[src/rtl/control_step_sequencer.sv]
// control_step_sequencer: hardwired T-step control unit. Sequences fetch,
// decode and execute for register-register ALU, multiply/divide and unary
// instructions, and drives the datapath strobes as a Moore decode of the
// current step and the latched instruction.
module control_step_sequencer #(
  parameter int DATA_W     = 32,
  parameter int REG_ADDR_W = 4,
  localparam int NUM_REGS  = 2**REG_ADDR_W
) (
  input  logic                clk,
  input  logic                reset,
  input  logic                start,
  input  logic                run,
  input  logic                mem_ready,
  input  logic [DATA_W-1:0]   ir_in,
  output logic [NUM_REGS-1:0] reg_out_sel,
  output logic [NUM_REGS-1:0] reg_in_sel,
  output logic                PCout,
  output logic                IncPC,
  output logic                MARin,
  output logic                PCin,
  output logic                Read,
  output logic                MDRin,
  output logic                MDRout,
  output logic                IRin,
  output logic                Yin,
  output logic                Zin,
  output logic                Zlowout,
  output logic                Zhighout,
  output logic                LOin,
  output logic                HIin,
  output logic [12:0]         alu_op,
  output logic [3:0]          state,
  output logic                busy,
  output logic                done,
  output logic                illegal
);

  typedef enum logic [3:0] {
    S_IDLE = 4'd0, S_T0 = 4'd1, S_T1 = 4'd2, S_T2 = 4'd3, S_T3 = 4'd4,
    S_T4   = 4'd5, S_T5 = 4'd6, S_T6 = 4'd7, S_ILL = 4'd8
  } state_t;

  typedef enum logic [1:0] {K_ILL, K_BIN, K_MULDIV, K_UNARY} kind_t;

  localparam logic [4:0] OP_ADD  = 5'b00011;
  localparam logic [4:0] OP_SUB  = 5'b00100;
  localparam logic [4:0] OP_AND  = 5'b00101;
  localparam logic [4:0] OP_OR   = 5'b00110;
  localparam logic [4:0] OP_ROR  = 5'b00111;
  localparam logic [4:0] OP_ROL  = 5'b01000;
  localparam logic [4:0] OP_SHR  = 5'b01001;
  localparam logic [4:0] OP_SHRA = 5'b01010;
  localparam logic [4:0] OP_SHL  = 5'b01011;
  localparam logic [4:0] OP_MUL  = 5'b01111;
  localparam logic [4:0] OP_DIV  = 5'b10000;
  localparam logic [4:0] OP_NEG  = 5'b10001;
  localparam logic [4:0] OP_NOT  = 5'b10010;

  state_t            r_state;
  logic [DATA_W-1:0] r_ir;

  kind_t             w_kind;
  logic [12:0]       w_alu;
  logic [NUM_REGS-1:0] w_ra, w_rb, w_rc;
  logic              w_unused_ir;

  function automatic kind_t f_kind(input logic [4:0] op);
    kind_t k;
    case (op)
      OP_ADD, OP_SUB, OP_AND, OP_OR, OP_ROR, OP_ROL,
      OP_SHR, OP_SHRA, OP_SHL: k = K_BIN;
      OP_MUL, OP_DIV:          k = K_MULDIV;
      OP_NEG, OP_NOT:          k = K_UNARY;
      default:                 k = K_ILL;
    endcase
    return k;
  endfunction

  function automatic logic [12:0] f_alu(input logic [4:0] op);
    logic [12:0] a;
    a = '0;
    case (op)
      OP_AND:  a[0]  = 1'b1;
      OP_OR:   a[1]  = 1'b1;
      OP_ADD:  a[2]  = 1'b1;
      OP_SUB:  a[3]  = 1'b1;
      OP_MUL:  a[4]  = 1'b1;
      OP_DIV:  a[5]  = 1'b1;
      OP_SHR:  a[6]  = 1'b1;
      OP_SHRA: a[7]  = 1'b1;
      OP_SHL:  a[8]  = 1'b1;
      OP_ROR:  a[9]  = 1'b1;
      OP_ROL:  a[10] = 1'b1;
      OP_NEG:  a[11] = 1'b1;
      OP_NOT:  a[12] = 1'b1;
      default: a = '0;
    endcase
    return a;
  endfunction

  // Field values outside the register file decode to no select at all.
  function automatic logic [NUM_REGS-1:0] f_onehot(input logic [3:0] idx);
    logic [NUM_REGS-1:0] v;
    v = '0;
    for (int unsigned i = 0; i < NUM_REGS; i++)
      if ({28'd0, idx} == i) v[i] = 1'b1;
    return v;
  endfunction

  assign w_kind      = f_kind(r_ir[31:27]);
  assign w_alu       = f_alu(r_ir[31:27]);
  assign w_ra        = f_onehot(r_ir[26:23]);
  assign w_rb        = f_onehot(r_ir[22:19]);
  assign w_rc        = f_onehot(r_ir[18:15]);
  assign w_unused_ir = ^r_ir[14:0];
  assign state       = r_state;

  // Step register and instruction latch; T2 branches on the incoming word
  // because r_ir only holds it from T3 onward.
  always_ff @(posedge clk or negedge reset) begin
    if (!reset) begin
      r_state <= S_IDLE;
      r_ir    <= '0;
    end else begin
      case (r_state)
        S_IDLE: if (start) r_state <= S_T0;
        S_T0:   r_state <= S_T1;
        S_T1:   if (mem_ready) r_state <= S_T2;
        S_T2: begin
          r_ir <= ir_in;
          case (f_kind(ir_in[31:27]))
            K_BIN, K_MULDIV: r_state <= S_T3;
            K_UNARY:         r_state <= S_T4;
            default:         r_state <= S_ILL;
          endcase
        end
        S_T3:   r_state <= S_T4;
        S_T4:   r_state <= S_T5;
        S_T5: begin
          if (w_kind == K_MULDIV) r_state <= S_T6;
          else                    r_state <= run ? S_T0 : S_IDLE;
        end
        S_T6, S_ILL: r_state <= run ? S_T0 : S_IDLE;
        default:     r_state <= S_IDLE;
      endcase
    end
  end

  // Moore decode of datapath strobes from the current step and r_ir.
  always_comb begin
    reg_out_sel = '0;
    reg_in_sel  = '0;
    alu_op      = '0;
    PCout = 1'b0; IncPC = 1'b0; MARin = 1'b0; PCin = 1'b0;
    Read  = 1'b0; MDRin = 1'b0; MDRout = 1'b0; IRin = 1'b0;
    Yin   = 1'b0; Zin = 1'b0; Zlowout = 1'b0; Zhighout = 1'b0;
    LOin  = 1'b0; HIin = 1'b0;
    done    = 1'b0;
    illegal = 1'b0;
    busy    = (r_state != S_IDLE);
    case (r_state)
      S_T0: begin PCout = 1'b1; MARin = 1'b1; IncPC = 1'b1; Zin = 1'b1; end
      S_T1: begin Zlowout = 1'b1; PCin = 1'b1; Read = 1'b1; MDRin = 1'b1; end
      S_T2: begin MDRout = 1'b1; IRin = 1'b1; end
      S_T3: begin
        Yin = 1'b1;
        reg_out_sel = (w_kind == K_MULDIV) ? w_ra : w_rb;
      end
      S_T4: begin
        Zin    = 1'b1;
        alu_op = w_alu;
        reg_out_sel = (w_kind == K_BIN) ? w_rc : w_rb;
      end
      S_T5: begin
        Zlowout = 1'b1;
        if (w_kind == K_MULDIV) begin
          LOin = 1'b1;
        end else begin
          reg_in_sel = w_ra;
          done       = 1'b1;
        end
      end
      S_T6:  begin Zhighout = 1'b1; HIin = 1'b1; done = 1'b1; end
      S_ILL: illegal = 1'b1;
      default: ;
    endcase
  end

endmodule

[config.mk]
export PLATFORM = sky130hd
export DESIGN_NAME = control_step_sequencer
export DESIGN_NICKNAME = d
export VERILOG_FILES = /design/src/rtl/control_step_sequencer.sv
export SDC_FILE = /design/constraint.sdc
export NUM_CORES = 1
export LEC_CHECK = 0
export ABC_AREA = 1
export CORE_ASPECT_RATIO = 0.8
export CORE_MARGIN = 5
export CORE_UTILIZATION = 25
export CTS_BUF_LIST = sky130_fd_sc_hd__clkbuf_2 sky130_fd_sc_hd__clkbuf_4 sky130_fd_sc_hd__clkbuf_8
export DETAILED_ROUTE_END_ITERATION = 16
export DONT_BUFFER_PORTS = 1
export PLACE_DENSITY_LB_ADDON = 0.12
export SETUP_SLACK_MARGIN = 0.15
export SYNTH_ARGS = -nofsm -noshare
export SYNTH_HDL_FRONTEND = slang
export SYNTH_SLANG_ARGS = --single-unit
export TNS_END_PERCENT = 10
[constraint.sdc]
create_clock -name clk -period 1.7 [get_ports clk]
set_input_delay 0.255 -clock clk [delete_from_list [all_inputs] [get_ports clk]]
set_output_delay 0.255 -clock clk [all_outputs]
set_load 0.05 [all_outputs]
==> results.txt <==
status - finished with violations
failing checks - setup timing
Worst Hold Class - input port to register
WP buf/inv - 3
final setup margin - -508.3 ps
Final Setup Violations - 50
Initial DRC Count - 131
Reg area - 533.0 um2
synthesized instance count - 404
crit start category - register
Finished Core Util - 47.57%
layout cells sized above 1 - 45.63%
Post-Syn Area - 2382 um2
1st-pass router iterations - 4
fin crit period - 2208 ps
Hold WS - 101.7 ps
Synth-to-Final Area Change - 83.56%
CTS HTree Levels - 1
RSZ-0062 raised after global routing - true
largest net degree at the start of global routing - 26
IO Pins - 103
Setup CP Type - register to output port
Distinct cells, synth - 33
Final Cycle Share - 129.9%
fmax - 452.8 MHz
Worst path max stage delay - 420 ps
Final Hold Vio Count - 0
Post-route DRC - 0
FILL cells - 919
Max IR drop VDD - 1.347 mV
DRT antenna net count - 0
clock skew - 13.87 ps
synth warn - 0
slew margin rel. - 28.82%
Multi-input gate area - 2086 um2
P per Cell Area - 1844 nW/um2
Sink Count - 21
Num CTS Buffers - 3
routed length per instance - 14.26 um
setup TNS - -17,670 ps
first-pass GRT wire length - 14,080 um
initial core utilization - 25.92%
Pleak - 1.958 nW
Post-Syn Nets - 448
dpl hpwl - 6776 um
clock latency at the later pin of the worst-skew pair - 270 ps
max-slew violations - 0
initial antenna violation count - 0
CTS tree - built
DP Area - 3761 um2
Worst path top cell family by delay - simple AND/OR/NAND/NOR gates
syn_area_per_cell - 5.897 um2
final net count - 525
DR vias - 2,797
Routed WL - 8484 um
clock buffer depth - 2
Worst-Margin Slew - 1068 ps
Die H - 97.31 um
max-cap viol count - 0
number of global-route vias before repair - 2,685
GRT Util Overall - 14.39%
Clock Pin Slew Worst Setup and Hold Paths - 90 ps
synthesized flop and latch total - 21
Critical Path Fanout Max - 8
die area - 11,590 um2
clock root buffer - clkbuf_8
vias per cell - 4.701
n_diodes - 0
core area - 9193 um2
CP dominant cell by count - nand2_2
CP Capture Type - output port
GP Congestion - 0.8576
Rows - 31
Slowest-stage cell, CP - dfrtp_1
Seq/Total Area, Yosys - 22.06%
Critical Path, Cell by Cell - ha_2 -> inv_2 -> nor2_4 -> nand2_4 -> nand2_8 -> nand3_4 -> buf_12 -> nand2_2 -> nand3_2 -> nand2_2 -> buf_6
crit path DAT - 1950 ps
final instance area - 4373 um2
Die Width - 119.1 um
I/O Buffers - 0
WP data required - 1440 ps
grt total ovfl - 0
-- state kept, by name (all words and copies together), names as in the netlist --
name,count
r_ir,17
state,4
-- worst register-to-register path, delay by kind of cell, from the launching register on --
family	cells	cell delay, ps
adder cells (fa/ha/maj)	1	280
buffers and inverters	5	550
flip-flops	1	400
AND/OR/NAND/NOR	4	370
-- power breakdown --
part | total, W | switching [W] | internal, W
clock | 0.000348 | 0.000185 | 0.000164
combinational | 0.00667 | 0.00431 | 0.00236
sequential | 0.00105 | 0.000291 | 0.000759
-- worst paths after layout --
check / start / to / slack, ps / cells after the start
worst max-delay path: r_ir[27] / reg_out_sel[9] / -510 / 11
worst min-delay path: ir_in[28] / r_ir[28] / 100 / 2
worst max register to register: r_ir[28] / state[0] / -20 / 10
worst min register to register: r_ir[20] / r_ir[20] / 600 / 2
max in group asynchronous: reset / state[0] / 730 / 1
min in group asynchronous: reset / state[2] / 250 / 1
-- timing repair --
action                                  in CTS  in global routing
endpoints found under the setup margin      77                 80
hold endpoints to repair                    21                  0
pin swaps                                   13                 31
buffers inserted                             3                  4
hold buffers                                 1                  0
gates resized for setup                     51                 61
gates cloned                                 1                  2
-- Yosys cell counts --
cell,number,share of area (%)
a21oi_1,2,0.42
a21oi_2,1,0.37
buf_1,1,0.16
buf_2,4,0.84
buf_4,7,2.2
buf_6,4,1.9
buf_8,1,0.63
clkbuf_1,2,0.32
clkbuf_4,1,0.32
clkinv_1,2,0.32
dfrtp_1,21,22
ha_1,7,3.7
inv_1,39,6.1
inv_2,3,0.47
inv_4,1,0.26
inv_6,1,0.37
nand2_1,142,22
nand2_2,3,0.79
nand2_4,2,0.95
nand2_8,3,2.5
nand3_1,69,14
nand3_4,3,2.2
nand4_1,3,0.79
nor2_1,50,7.9
nor2_2,1,0.26
nor2_4,1,0.47
nor3_1,4,0.84
nor4_1,6,1.6
o211ai_1,1,0.32
o21ai_0,14,2.9
o21ai_1,3,0.63
o22ai_1,1,0.26
or2_2,1,0.26
-- cell usage in the layout, fill, tap and decap left out, types with 12 or more instances in the layout --
cell	instances
buf_12	44
buf_4	21
buf_6	16
dfrtp_1	15
inv_1	31
nand2_1	107
nand2_2	26
nand2_4	15
nand3_1	50
nand3_2	19
nor2_1	26
nor2_4	17
o21ai_0	12
-- stage by stage --
stage / setup WS (ps) / total power (W) / instances
floorplan: -258.7 / 0.005260 / 404
global placement: -225.4 / 0.006616 / 580
detailed placement: -255.3 / 0.006653 / 580
CTS: -496.9 / 0.007545 / 589
global route: -613.6 / 0.008675 / 595
finish: -508.3 / 0.008065 / 595
-- metal layers --
layer,GRT usage (%),vias up,part of all wire (%)
met5,0,-,0
met4,0.8905,0,0.37
met3,2.619,2,5.1
met2,23.53,74,47
met1,20.58,1287,48
li1,-,1434,-
-- logic make-up after synthesis --
group / Yosys count / share of synthesized area, %
buffers and inverters: 66 / 13.92
DFF: 21 / 22.06
adders and majority gates: 7 / 3.676
and+or+nand+nor: 288 / 55.41
AOI/OAI and AO/OA: 22 / 4.937
-- layout make-up --
type,instances,area share (%)
multi-input cells,319,47.70
repair buffers,90,31.13
inverters,46,4.635
clock inverters,1,0.1144
flip-flops and latches,21,12.19
clock buffers,3,0.9442
well taps,115,3.290
(Power assumes the default switching activity.)
